## src/rtl/sparc_fetch_stage.sv

```systemverilog
// SPARC instruction-fetch stage: PC/nPC pair, delayed-branch redirect and the IF/ID register.
// Define SPARC_FETCH_ANNUL_EN to enable delay-slot annulment and the squash counter.
module sparc_fetch_stage #(
  parameter logic [31:0] RESET_PC = 32'd0,
  parameter logic [31:0] NOP_WORD = 32'h0100_0000,
  parameter int          CNT_W    = 16
) (
  input  logic             clk,
  input  logic             reset,
  input  logic             stall_F,
  input  logic             BR_TAKEN_ID,
  input  logic [31:0]      TA_ID,
  input  logic             ANNUL_ID,
  input  logic             UNCOND_ID,
  input  logic             B_ID,
  input  logic [31:0]      IMEM_DATA,
  output logic [31:0]      IMEM_ADDR,
  output logic [31:0]      PC_IF,
  output logic [31:0]      NPC_IF,
  output logic [31:0]      INSTR_ID,
  output logic [31:0]      PC_ID,
  output logic             VALID_ID,
  output logic [CNT_W-1:0] FETCH_CNT,
  output logic [CNT_W-1:0] SQUASH_CNT
);

  logic [31:0]      pc_q, pc_d;
  logic [31:0]      npc_q, npc_d;
  logic [31:0]      instr_q, instr_d;
  logic [31:0]      pc_id_q, pc_id_d;
  logic             valid_q, valid_d;
  logic [CNT_W-1:0] fetch_cnt_q, fetch_cnt_d;
  logic             taken;
  logic             squash;
  logic [31:0]      target;

  assign taken  = B_ID & BR_TAKEN_ID;
  // Targets are word aligned; the low address bits from decode are discarded.
  assign target = {TA_ID[31:2], 2'b00};

`ifdef SPARC_FETCH_ANNUL_EN
  logic [CNT_W-1:0] squash_cnt_q, squash_cnt_d;
  logic             unused_ta_bits;

  assign squash         = B_ID & ANNUL_ID & (~BR_TAKEN_ID | UNCOND_ID);
  assign unused_ta_bits = ^TA_ID[1:0];
  assign SQUASH_CNT     = squash_cnt_q;
`else
  logic unused_annul_bits;

  assign squash            = 1'b0;
  assign unused_annul_bits = ANNUL_ID ^ UNCOND_ID ^ (^TA_ID[1:0]);
  assign SQUASH_CNT        = '0;
`endif

  // NOTE: every next-state value takes its hold default first so the stalled path
  // cannot leave a variable unassigned and infer a latch.
  always_comb begin
    pc_d        = pc_q;
    npc_d       = npc_q;
    instr_d     = instr_q;
    pc_id_d     = pc_id_q;
    valid_d     = valid_q;
    fetch_cnt_d = fetch_cnt_q;
    if (!stall_F) begin
      if (taken) begin
        pc_d  = target;
        npc_d = target + 32'd4;
      end else begin
        pc_d  = npc_q;
        npc_d = npc_q + 32'd4;
      end
      pc_id_d = pc_q;
      if (squash) begin
        instr_d = NOP_WORD;
        valid_d = 1'b0;
      end else begin
        instr_d     = IMEM_DATA;
        valid_d     = 1'b1;
        fetch_cnt_d = fetch_cnt_q + CNT_W'(1);
      end
    end
  end

`ifdef SPARC_FETCH_ANNUL_EN
  always_comb begin
    squash_cnt_d = squash_cnt_q;
    if (!stall_F && squash) squash_cnt_d = squash_cnt_q + CNT_W'(1);
  end
`endif

  // NOTE: state registers use non-blocking assignments so every register samples
  // the pre-edge value of the others, independent of statement order.
  always_ff @(posedge clk) begin
    if (!reset) begin
      pc_q         <= RESET_PC;
      npc_q        <= RESET_PC + 32'd4;
      instr_q      <= NOP_WORD;
      pc_id_q      <= 32'd0;
      valid_q      <= 1'b0;
      fetch_cnt_q  <= '0;
`ifdef SPARC_FETCH_ANNUL_EN
      squash_cnt_q <= '0;
`endif
    end else begin
      pc_q         <= pc_d;
      npc_q        <= npc_d;
      instr_q      <= instr_d;
      pc_id_q      <= pc_id_d;
      valid_q      <= valid_d;
      fetch_cnt_q  <= fetch_cnt_d;
`ifdef SPARC_FETCH_ANNUL_EN
      squash_cnt_q <= squash_cnt_d;
`endif
    end
  end

  assign IMEM_ADDR = pc_q;
  assign PC_IF     = pc_q;
  assign NPC_IF    = npc_q;
  assign INSTR_ID  = instr_q;
  assign PC_ID     = pc_id_q;
  assign VALID_ID  = valid_q;
  assign FETCH_CNT = fetch_cnt_q;

endmodule
```

## config.mk

```make
export PLATFORM = sky130hd
export DESIGN_NAME = sparc_fetch_stage
export DESIGN_NICKNAME = d
export VERILOG_FILES = /design/src/rtl/sparc_fetch_stage.sv
export SDC_FILE = /design/constraint.sdc
export NUM_CORES = 1
export LEC_CHECK = 0
export CORE_ASPECT_RATIO = 1.4
export CORE_UTILIZATION = 46
export CTS_BUF_LIST = sky130_fd_sc_hd__clkbuf_4 sky130_fd_sc_hd__clkbuf_8
export DETAILED_ROUTE_END_ITERATION = 8
export PLACE_DENSITY = 0.94
export SETUP_SLACK_MARGIN = 0.3
export SLEW_MARGIN = 15
export SYNTH_ARGS = -nofsm -noshare
export SYNTH_HDL_FRONTEND = slang
export SYNTH_SLANG_ARGS = --single-unit
export TNS_END_PERCENT = 50
```

## constraint.sdc

```tcl
create_clock -name clk -period 4 [get_ports clk]
set_clock_uncertainty 0.05 [all_clocks]
set_input_delay 0.8 -clock clk [delete_from_list [all_inputs] [get_ports clk]]
set_output_delay 0.8 -clock clk [all_outputs]
set_load 0.02 [all_outputs]
```

==> impl_metrics.prom, run 1 <==
# TYPE chip_impl_metric gauge
chip_impl_info{name="result_of_the_run",value="finished, final reports clean"} 1
chip_impl_metric{name="relSlewSlack",unit="%"} 52.6
chip_impl_metric{name="adder_cell_share_of_the_synthesized_area",unit="%"} 0.364
chip_impl_metric{name="pin_count_of_the_biggest_net_entering_global_routing",unit=""} 56
chip_impl_metric{name="viasPerCell",unit=""} 5.36
chip_impl_metric{name="hpwlAfterDp",unit="um"} 13800
chip_impl_metric{name="worst-endpoint-arrival",unit="ps"} 3390
chip_impl_metric{name="mappedNetlistArea",unit="um^2"} 6870
chip_impl_metric{name="timing.max_cap.violations",unit=""} 0
chip_impl_metric{name="global_route.usage.met1",unit="%"} 27.5
chip_impl_metric{name="power_density",unit="nW/um^2"} 340
chip_impl_metric{name="met2_resource_use_gr",unit="%"} 43.0
chip_impl_info{name="main_combinational_cell_family_by_area_after_synthesis",value="simple AND/OR/NAND/NOR gates"} 1
chip_impl_metric{name="routed-via-count",unit=""} 6436
chip_impl_metric{name="maxSlewViolCount",unit=""} 0
chip_impl_info{name="worst_setup_path_endpoint",value="NPC_IF[24]"} 1
chip_impl_info{name="tritoncts",value="built"} 1
chip_impl_metric{name="synth_cells",unit=""} 816
chip_impl_metric{name="input_output_buffers",unit=""} 235
chip_impl_info{name="setup.worst_path.end_class",value="flop"} 1
chip_impl_info{name="rsz0062_at_grt",value="no"} 1
chip_impl_metric{name="p_total",unit="mW"} 3.19
chip_impl_metric{name="core_area",unit="um^2"} 14500
chip_impl_metric{name="final.setup.tns",unit="ps"} 0
chip_impl_metric{name="die-area",unit="um^2"} 15400
chip_impl_metric{name="power.leakage",unit="nW"} 3.71
chip_impl_info{name="crit_path_start_kind",value="input pin"} 1
chip_impl_metric{name="post_cts_hold_buffer_count",unit=""} 0
chip_impl_info{name="r2r_end",value="NPC_IF[31]"} 1
chip_impl_metric{name="final_layout_size_suffix_gt1_share",unit="%"} 6.63
chip_impl_metric{name="globalRouteOverflowTotal",unit=""} 0
chip_impl_metric{name="yosys.area_share.xor_xnor",unit="%"} 2.30
chip_impl_metric{name="die_height",unit="um"} 147
chip_impl_metric{name="synth_mux_area_share",unit="%"} 13.9
chip_impl_metric{name="tritoncts_num_sinks",unit=""} 139
chip_impl_metric{name="io-pin-count",unit=""} 264
chip_impl_metric{name="via_count_of_the_first_global_routing_pass",unit=""} 5940
chip_impl_metric{name="synth_edf_count",unit=""} 0
chip_impl_metric{name="detailedRoute.firstPassIterationCount",unit=""} 5
chip_impl_metric{name="r2r.worst_path.cells",unit=""} 7
chip_impl_metric{name="final_wl",unit="um"} 19000
chip_impl_metric{name="synth.yosys.seq_area_share",unit="%"} 40.5
chip_impl_info{name="cts_root_buffer",value="sky130_fd_sc_hd__clkbuf_8"} 1
chip_impl_metric{name="post-route-drc-count",unit=""} 0
chip_impl_metric{name="rows",unit=""} 52
chip_impl_metric{name="area.growth.synth_to_final",unit="%"} 36.8
chip_impl_metric{name="fill_cells",unit=""} 1179
chip_impl_metric{name="cts_post_setup_buffers_inserted",unit=""} 0
chip_impl_metric{name="total_count_of_hold_check_failures_in_the_final_report",unit=""} 0
chip_impl_metric{name="cts_max_path_buffers",unit=""} 2
chip_impl_metric{name="cp_max_fo",unit=""} 23
chip_impl_info{name="synthFlopType",value="sky130_fd_sc_hd__dfxtp_1"} 1
chip_impl_metric{name="nets",unit=""} 1072
chip_impl_metric{name="track_usage",unit="%"} 24.7
chip_impl_metric{name="antenna_cells_inserted",unit=""} 0
chip_impl_info{name="gr-max-usage-layer",value="met2"} 1
chip_impl_metric{name="detail-route-antenna-nets",unit=""} 0
chip_impl_metric{name="clock_buffers_created_by_tritoncts",unit=""} 17
chip_impl_metric{name="worst-r2r-setup-slack",unit="ps"} 1690
chip_impl_metric{name="worst_skew_pair.late_latency",unit="ps"} 440
chip_impl_metric{name="drt_iter0_drc",unit=""} 521
chip_impl_metric{name="synth_async_sr_flop_share",unit="%"} 0
chip_impl_metric{name="cts-htree-levels",unit=""} 4
chip_impl_metric{name="setup_viol_count_final",unit=""} 0
chip_impl_metric{name="timing.fmax",unit="GHz"} 0.322
chip_impl_metric{name="min_period_over_period",unit="%"} 77.6
chip_impl_info{name="startpoint",value="BR_TAKEN_ID"} 1
chip_impl_metric{name="grt_first_pass_wirelength",unit="um"} 30500
chip_impl_metric{name="antenna_violations_before_repair",unit=""} 0
chip_impl_metric{name="clk_pin_slew",unit="ps"} 80
chip_impl_metric{name="number_of_storage_elements_in_the_synthesis_netlist",unit=""} 139
chip_impl_info{name="holdCritPathClass",value="reg2reg"} 1
chip_impl_metric{name="synth_area_in_compound_gates",unit="%"} 10.2
chip_impl_metric{name="postSynthAreaPerCell",unit="um^2"} 8.42
chip_impl_metric{name="yosysWarningCount",unit=""} 0
chip_impl_metric{name="max_slew.worst_pin.slew",unit="ps"} 691
chip_impl_info{name="worst-setup-path-type",value="in2reg"} 1
chip_impl_metric{name="ir_worst_vdd",unit="uV"} 198
chip_impl_info{name="r2r_start",value="NPC_IF[5]"} 1
chip_impl_metric{name="cts_resizes",unit=""} 0
chip_impl_metric{name="avgRoutedWirePerCell",unit="um"} 15.9
chip_impl_metric{name="die_w",unit="um"} 105
chip_impl_metric{name="synth_simple_gate_area_share",unit="%"} 23.2
chip_impl_metric{name="place.gp.congestion",unit=""} 0.892
chip_impl_metric{name="period_needed",unit="ps"} 3100
chip_impl_metric{name="synth_cell_types",unit=""} 60
chip_impl_metric{name="effective_utilization_at_floorplan",unit="%"} 47.3
chip_impl_metric{name="gr-usage-met3",unit="%"} 5.71
chip_impl_metric{name="cp.required",unit="ps"} 4290
[through the flow]
step	std cells	hold WS [ps]	area, um^2	util, %	setup WS, ps
2_1_floorplan	839	476	6960	-	425
3_3_place_gp	1169	386	9000	62.1	511
3_5_place_dp	1169	399	9000	62.1	473
4_1_cts	1200	411	9400	64.8	926
5_1_grt	1200	431	9400	64.8	746
6_report	1200	409	9400	64.8	898
[how the worst min path moves through the flow]
stage / depth (start not counted) / start / to / slack (ps)
floorplan: 2 / VALID_ID / VALID_ID / 480
global placement: 2 / VALID_ID / VALID_ID / 390
detailed placement: 2 / VALID_ID / VALID_ID / 400
CTS: 2 / VALID_ID / VALID_ID / 410
global route: 2 / VALID_ID / VALID_ID / 430
finish: 2 / VALID_ID / VALID_ID / 410
[critical path, cell delays in order]
cell and delay (ps):
sky130_fd_sc_hd__clkdlybuf4s50_1 490, sky130_fd_sc_hd__and2_4 330, sky130_fd_sc_hd__mux2_2 230, sky130_fd_sc_hd__ha_1 330
sky130_fd_sc_hd__nand4_4 260, sky130_fd_sc_hd__nor3_1 360, sky130_fd_sc_hd__mux2_2 380, sky130_fd_sc_hd__a32o_1 200
[cells in the mapped netlist (12+ instances only)]
master,n,area (um^2)
sky130_fd_sc_hd__mux2i_1,92,921
sky130_fd_sc_hd__nand3_1,25,125
sky130_fd_sc_hd__and3_1,18,113
sky130_fd_sc_hd__o21ai_0,24,120
sky130_fd_sc_hd__a21oi_1,55,275
sky130_fd_sc_hd__nand2_1,63,236
sky130_fd_sc_hd__buf_4,55,413
sky130_fd_sc_hd__xor2_1,12,105
sky130_fd_sc_hd__clkbuf_1,36,135
sky130_fd_sc_hd__nand4_1,24,150
sky130_fd_sc_hd__dfxtp_1,139,2780
sky130_fd_sc_hd__nor2_1,154,578
[power breakdown]
group          total (mW)  internal (mW)  switching [mW]
Sequential           1.48           1.44          0.0472
Combinational       0.562          0.255           0.307
Clock                1.14          0.571           0.574
Total                3.19           2.26           0.928
[routing by layer]
| metal | share of wire [%] | vias to the layer above |
|---|---|---|
| met1 | 37 | 2970 |
| met4 | 4.0 | 0 |
| met2 | 51 | 314 |
| met3 | 7.3 | 58 |
| li1 | - | 3094 |
| met5 | 0 | - |
[state kept, by name, summed over array words and instances, names as in the netlist]
register,flops
PC_ID,30
VALID_ID,1
FETCH_CNT,16
NPC_IF,30
IMEM_ADDR,30
INSTR_ID,32
[final cells by class]
type	count	area [um^2]	share of cell area, %
clock buffers	18	248	2.64
clock inverters	13	144	1.53
inverters	4	17.5	0.186
multi-input cells	590	3520	37.5
repair buffers	247	2440	26.0
flip-flops and latches	139	2780	29.6
well taps	189	236	2.52
[cell families after synthesis]
group,count (synthesis)
flops,139
fa+ha+maj,2
xor+xnor,18
other cells,1
mux,95
compound gates,118
buf+inv,110
simple gates,333
[placed cells by master, fill, tap and decap left out, drive strengths merged, types with 12 or more instances in the layout]
cell type	netlist	final
clkdlybuf4s50	0	234
nor2	154	154
dfxtp	139	139
mux2i	92	92
nand2	63	63
a21oi	55	55
o21ai	32	32
nand4	27	27
nand3	25	25
conb	1	24
and3	18	18
clkbuf	36	18
buf	70	13
xor2	12	12
No activity file was read; power rests on OpenSTA's default activity.
==> inputs of run 2 (changes only) <==
- clock period: 4 -> 2.9 ns (I/O delays scaled with it)
==> impl_metrics.prom, run 2 (synthesis results as in run 1) <==
# TYPE chip_impl_metric gauge
chip_impl_metric{name="relSlewSlack",unit="%"} 49.4
chip_impl_metric{name="power.share.combinational",unit="%"} 19.3
chip_impl_metric{name="input_output_buffers",unit=""} 235
chip_impl_metric{name="seq_pwr_share",unit="%"} 47.0
chip_impl_info{name="crit_path_cell_trace",value="clkdlybuf4s50_1 -> nand4_1 -> o21ai_0 -> nand4_2 -> or3_4 -> nor2_1 -> a21oi_1 -> or3_1"} 1
chip_impl_metric{name="detail-route-antenna-nets",unit=""} 0
chip_impl_info{name="crit_path_start_kind",value="input pin"} 1
chip_impl_metric{name="cp.required",unit="ps"} 3180
chip_impl_metric{name="area.growth.synth_to_final",unit="%"} 43.0
chip_impl_metric{name="min_period_over_period",unit="%"} 85.4
chip_impl_metric{name="power.leakage",unit="nW"} 4.00
chip_impl_metric{name="pin_count_of_the_biggest_net_entering_global_routing",unit=""} 123
chip_impl_metric{name="final_wl",unit="um"} 20400
chip_impl_metric{name="wl_met1",unit="um"} 7540
chip_impl_metric{name="tritoncts_num_sinks",unit=""} 139
chip_impl_info{name="layout.cells.most_common_list",value="232 x sky130_fd_sc_hd__clkdlybuf4s50_1, 153 x sky130_fd_sc_hd__nor2_1, 139 x sky130_fd_sc_hd__dfxtp_1"} 1
chip_impl_metric{name="p_int",unit="mW"} 3.02
chip_impl_metric{name="cts_max_path_buffers",unit=""} 2
chip_impl_metric{name="critical_path.max_stage_delay",unit="ps"} 560
chip_impl_metric{name="detailroute.wirelength.met2",unit="um"} 10400
chip_impl_info{name="worst-setup-path-type",value="in2reg"} 1
chip_impl_metric{name="clk_pin_slew",unit="ps"} 80
chip_impl_metric{name="timing.fmax",unit="GHz"} 0.404
chip_impl_metric{name="timing.max_cap.violations",unit=""} 0
chip_impl_metric{name="rows",unit=""} 52
chip_impl_metric{name="grt_first_pass_wirelength",unit="um"} 31900
chip_impl_metric{name="detailedRoute.firstPassIterationCount",unit=""} 7
chip_impl_metric{name="antenna_violations_before_repair",unit=""} 1
chip_impl_metric{name="io-pin-count",unit=""} 264
chip_impl_metric{name="die_w",unit="um"} 105
chip_impl_info{name="top_signal_layer_used",value="met4"} 1
chip_impl_info{name="layout_commonest_cell",value="sky130_fd_sc_hd__clkdlybuf4s50_1"} 1
chip_impl_info{name="result_of_the_run",value="finished, final reports clean"} 1
chip_impl_info{name="holdCritPathClass",value="reg2reg"} 1
chip_impl_metric{name="drt_iter0_drc",unit=""} 446
chip_impl_info{name="setup.worst_path.end_class",value="flop"} 1
chip_impl_info{name="crit_path_top_delay_cell",value="sky130_fd_sc_hd__clkdlybuf4s50_1"} 1
chip_impl_metric{name="dp_slack",unit="ps"} -199
chip_impl_metric{name="ir_worst_vdd",unit="uV"} 236
chip_impl_metric{name="place.gp.congestion",unit=""} 0.879
chip_impl_metric{name="clockPowerShare",unit="%"} 33.7
chip_impl_metric{name="viasPerCell",unit=""} 5.48
chip_impl_metric{name="post_cts_hold_buffer_count",unit=""} 0
chip_impl_metric{name="met3_length",unit="um"} 1500
chip_impl_metric{name="cts-htree-levels",unit=""} 4
chip_impl_info{name="cts_root_buffer",value="sky130_fd_sc_hd__clkbuf_8"} 1
chip_impl_metric{name="via_count_of_the_first_global_routing_pass",unit=""} 6467
chip_impl_metric{name="sw_frac_of_total",unit="%"} 30.5
chip_impl_metric{name="hpwlAfterDp",unit="um"} 14600
chip_impl_metric{name="setup_viol_count_final",unit=""} 0
chip_impl_metric{name="die_height",unit="um"} 147
chip_impl_info{name="critical-path-top-delay-family",value="simple AND/OR/NAND/NOR gates"} 1
chip_impl_metric{name="track_usage",unit="%"} 25.8
chip_impl_metric{name="globalRouteOverflowTotal",unit=""} 0
chip_impl_metric{name="cp_max_fo",unit=""} 5
chip_impl_metric{name="worst_skew_pair.late_latency",unit="ps"} 460
chip_impl_metric{name="total_switching_power",unit="mW"} 1.33
chip_impl_metric{name="max_ffs_per_register",unit=""} 32
chip_impl_metric{name="critical_path.n_buffers_inverters",unit=""} 1
chip_impl_metric{name="max_slew.worst_pin.slew",unit="ps"} 756
chip_impl_metric{name="avgRoutedWirePerCell",unit="um"} 16.3
chip_impl_metric{name="final_layout_size_suffix_gt1_share",unit="%"} 11.2
chip_impl_metric{name="die-area",unit="um^2"} 15400
chip_impl_metric{name="nets",unit=""} 1116
chip_impl_metric{name="clock_buffers_created_by_tritoncts",unit=""} 17
chip_impl_metric{name="worst-endpoint-arrival",unit="ps"} 2760
chip_impl_metric{name="routed-via-count",unit=""} 6833
chip_impl_metric{name="fill_cells",unit=""} 1044
chip_impl_metric{name="fin_hold_ws",unit="ps"} 433
chip_impl_metric{name="power_density",unit="nW/um^2"} 443
chip_impl_metric{name="core_area",unit="um^2"} 14500
chip_impl_metric{name="post-route-drc-count",unit=""} 0
chip_impl_info{name="rsz0062_at_grt",value="no"} 1
chip_impl_metric{name="total_count_of_hold_check_failures_in_the_final_report",unit=""} 0
chip_impl_info{name="tritoncts",value="built"} 1
chip_impl_metric{name="effective_utilization_at_floorplan",unit="%"} 47.3
chip_impl_metric{name="maxSlewViolCount",unit=""} 0
chip_impl_metric{name="layout_setup_ws",unit="ps"} 423
chip_impl_metric{name="period_needed",unit="ps"} 2480
chip_impl_metric{name="cts_post_setup_buffers_inserted",unit=""} 0
-- run 2: cell count changes in the layout (fill, tap and decap cells not counted), sizes merged, moves of 2 or more --
cell / change
buf: +43
bufinv: -2
clkdlybuf4s50: -2
clkinv: -2
clkinvlp: +2
dlymetal6s2s: +2
inv: +2
-- run 2: final timing paths --
path / from / end / slack (ps) / depth (start not counted)
max: TA_ID[5] / NPC_IF[17] / 420 / 8
min: VALID_ID / VALID_ID / 430 / 2
max reg2reg: NPC_IF[5] / NPC_IF[17] / 600 / 7
min reg2reg: VALID_ID / VALID_ID / 430 / 2
-- run 2: final cells by class --
class | count | area (um^2) | area share (%)
multi-input cells | 591 | 3600 | 36.6
repair buffers | 290 | 2810 | 28.6
diodes | 1 | 2.50 | 0.0255
clock inverters | 13 | 109 | 1.11
inverters | 4 | 17.5 | 0.178
clock buffers | 19 | 262 | 2.66
well taps | 189 | 236 | 2.41
flip-flops and latches | 139 | 2780 | 28.3
-- run 2: power groups by stage --
stage	clock [mW]	sequential, mW	combinational [mW]
after floorplan	0	2.17	0.395
after global placement	0	2.09	0.801
after detailed placement	0	2.09	0.820
after CTS	1.50	2.05	0.826
after global routing	1.59	2.06	0.883
final	1.47	2.05	0.838
-- run 2: timing repair --
item / in CTS / in global routing
gates cloned: 0 / 1
resized for setup: 1 / 9
endpoints found under the setup margin: 2 / 12
pin swaps: 0 / 2
-- run 2: tightest hold or removal path: cells and delay by family (launching register included) --
| family | cells | cell delay (ps) |
|---|---|---|
| compound gates | 1 | 70 |
| buf+inv | 1 | 60 |
| flops | 1 | 310 |
-- run 2: metal layers --
layer	vias to the layer above	track usage [%]
met1	3187	27.7
met2	371	45.0
met5	-	0
met3	85	6.52
met4	0	15.8
li1	3190	-
-- run 2: metrics by stage --
stage | total power, mW | cell area (um^2) | std cells | setup TNS (ps) | util (%)
global route | 4.53 | 9820 | 1246 | 0 | 67.7
global placement | 2.89 | 9410 | 1212 | -193 | 64.8
detailed placement | 2.91 | 9410 | 1212 | -1300 | 64.8
CTS | 4.37 | 9780 | 1244 | 0 | 67.4
floorplan | 2.56 | 7050 | 839 | -11.1 | -
finish | 4.35 | 9820 | 1246 | 0 | 67.7
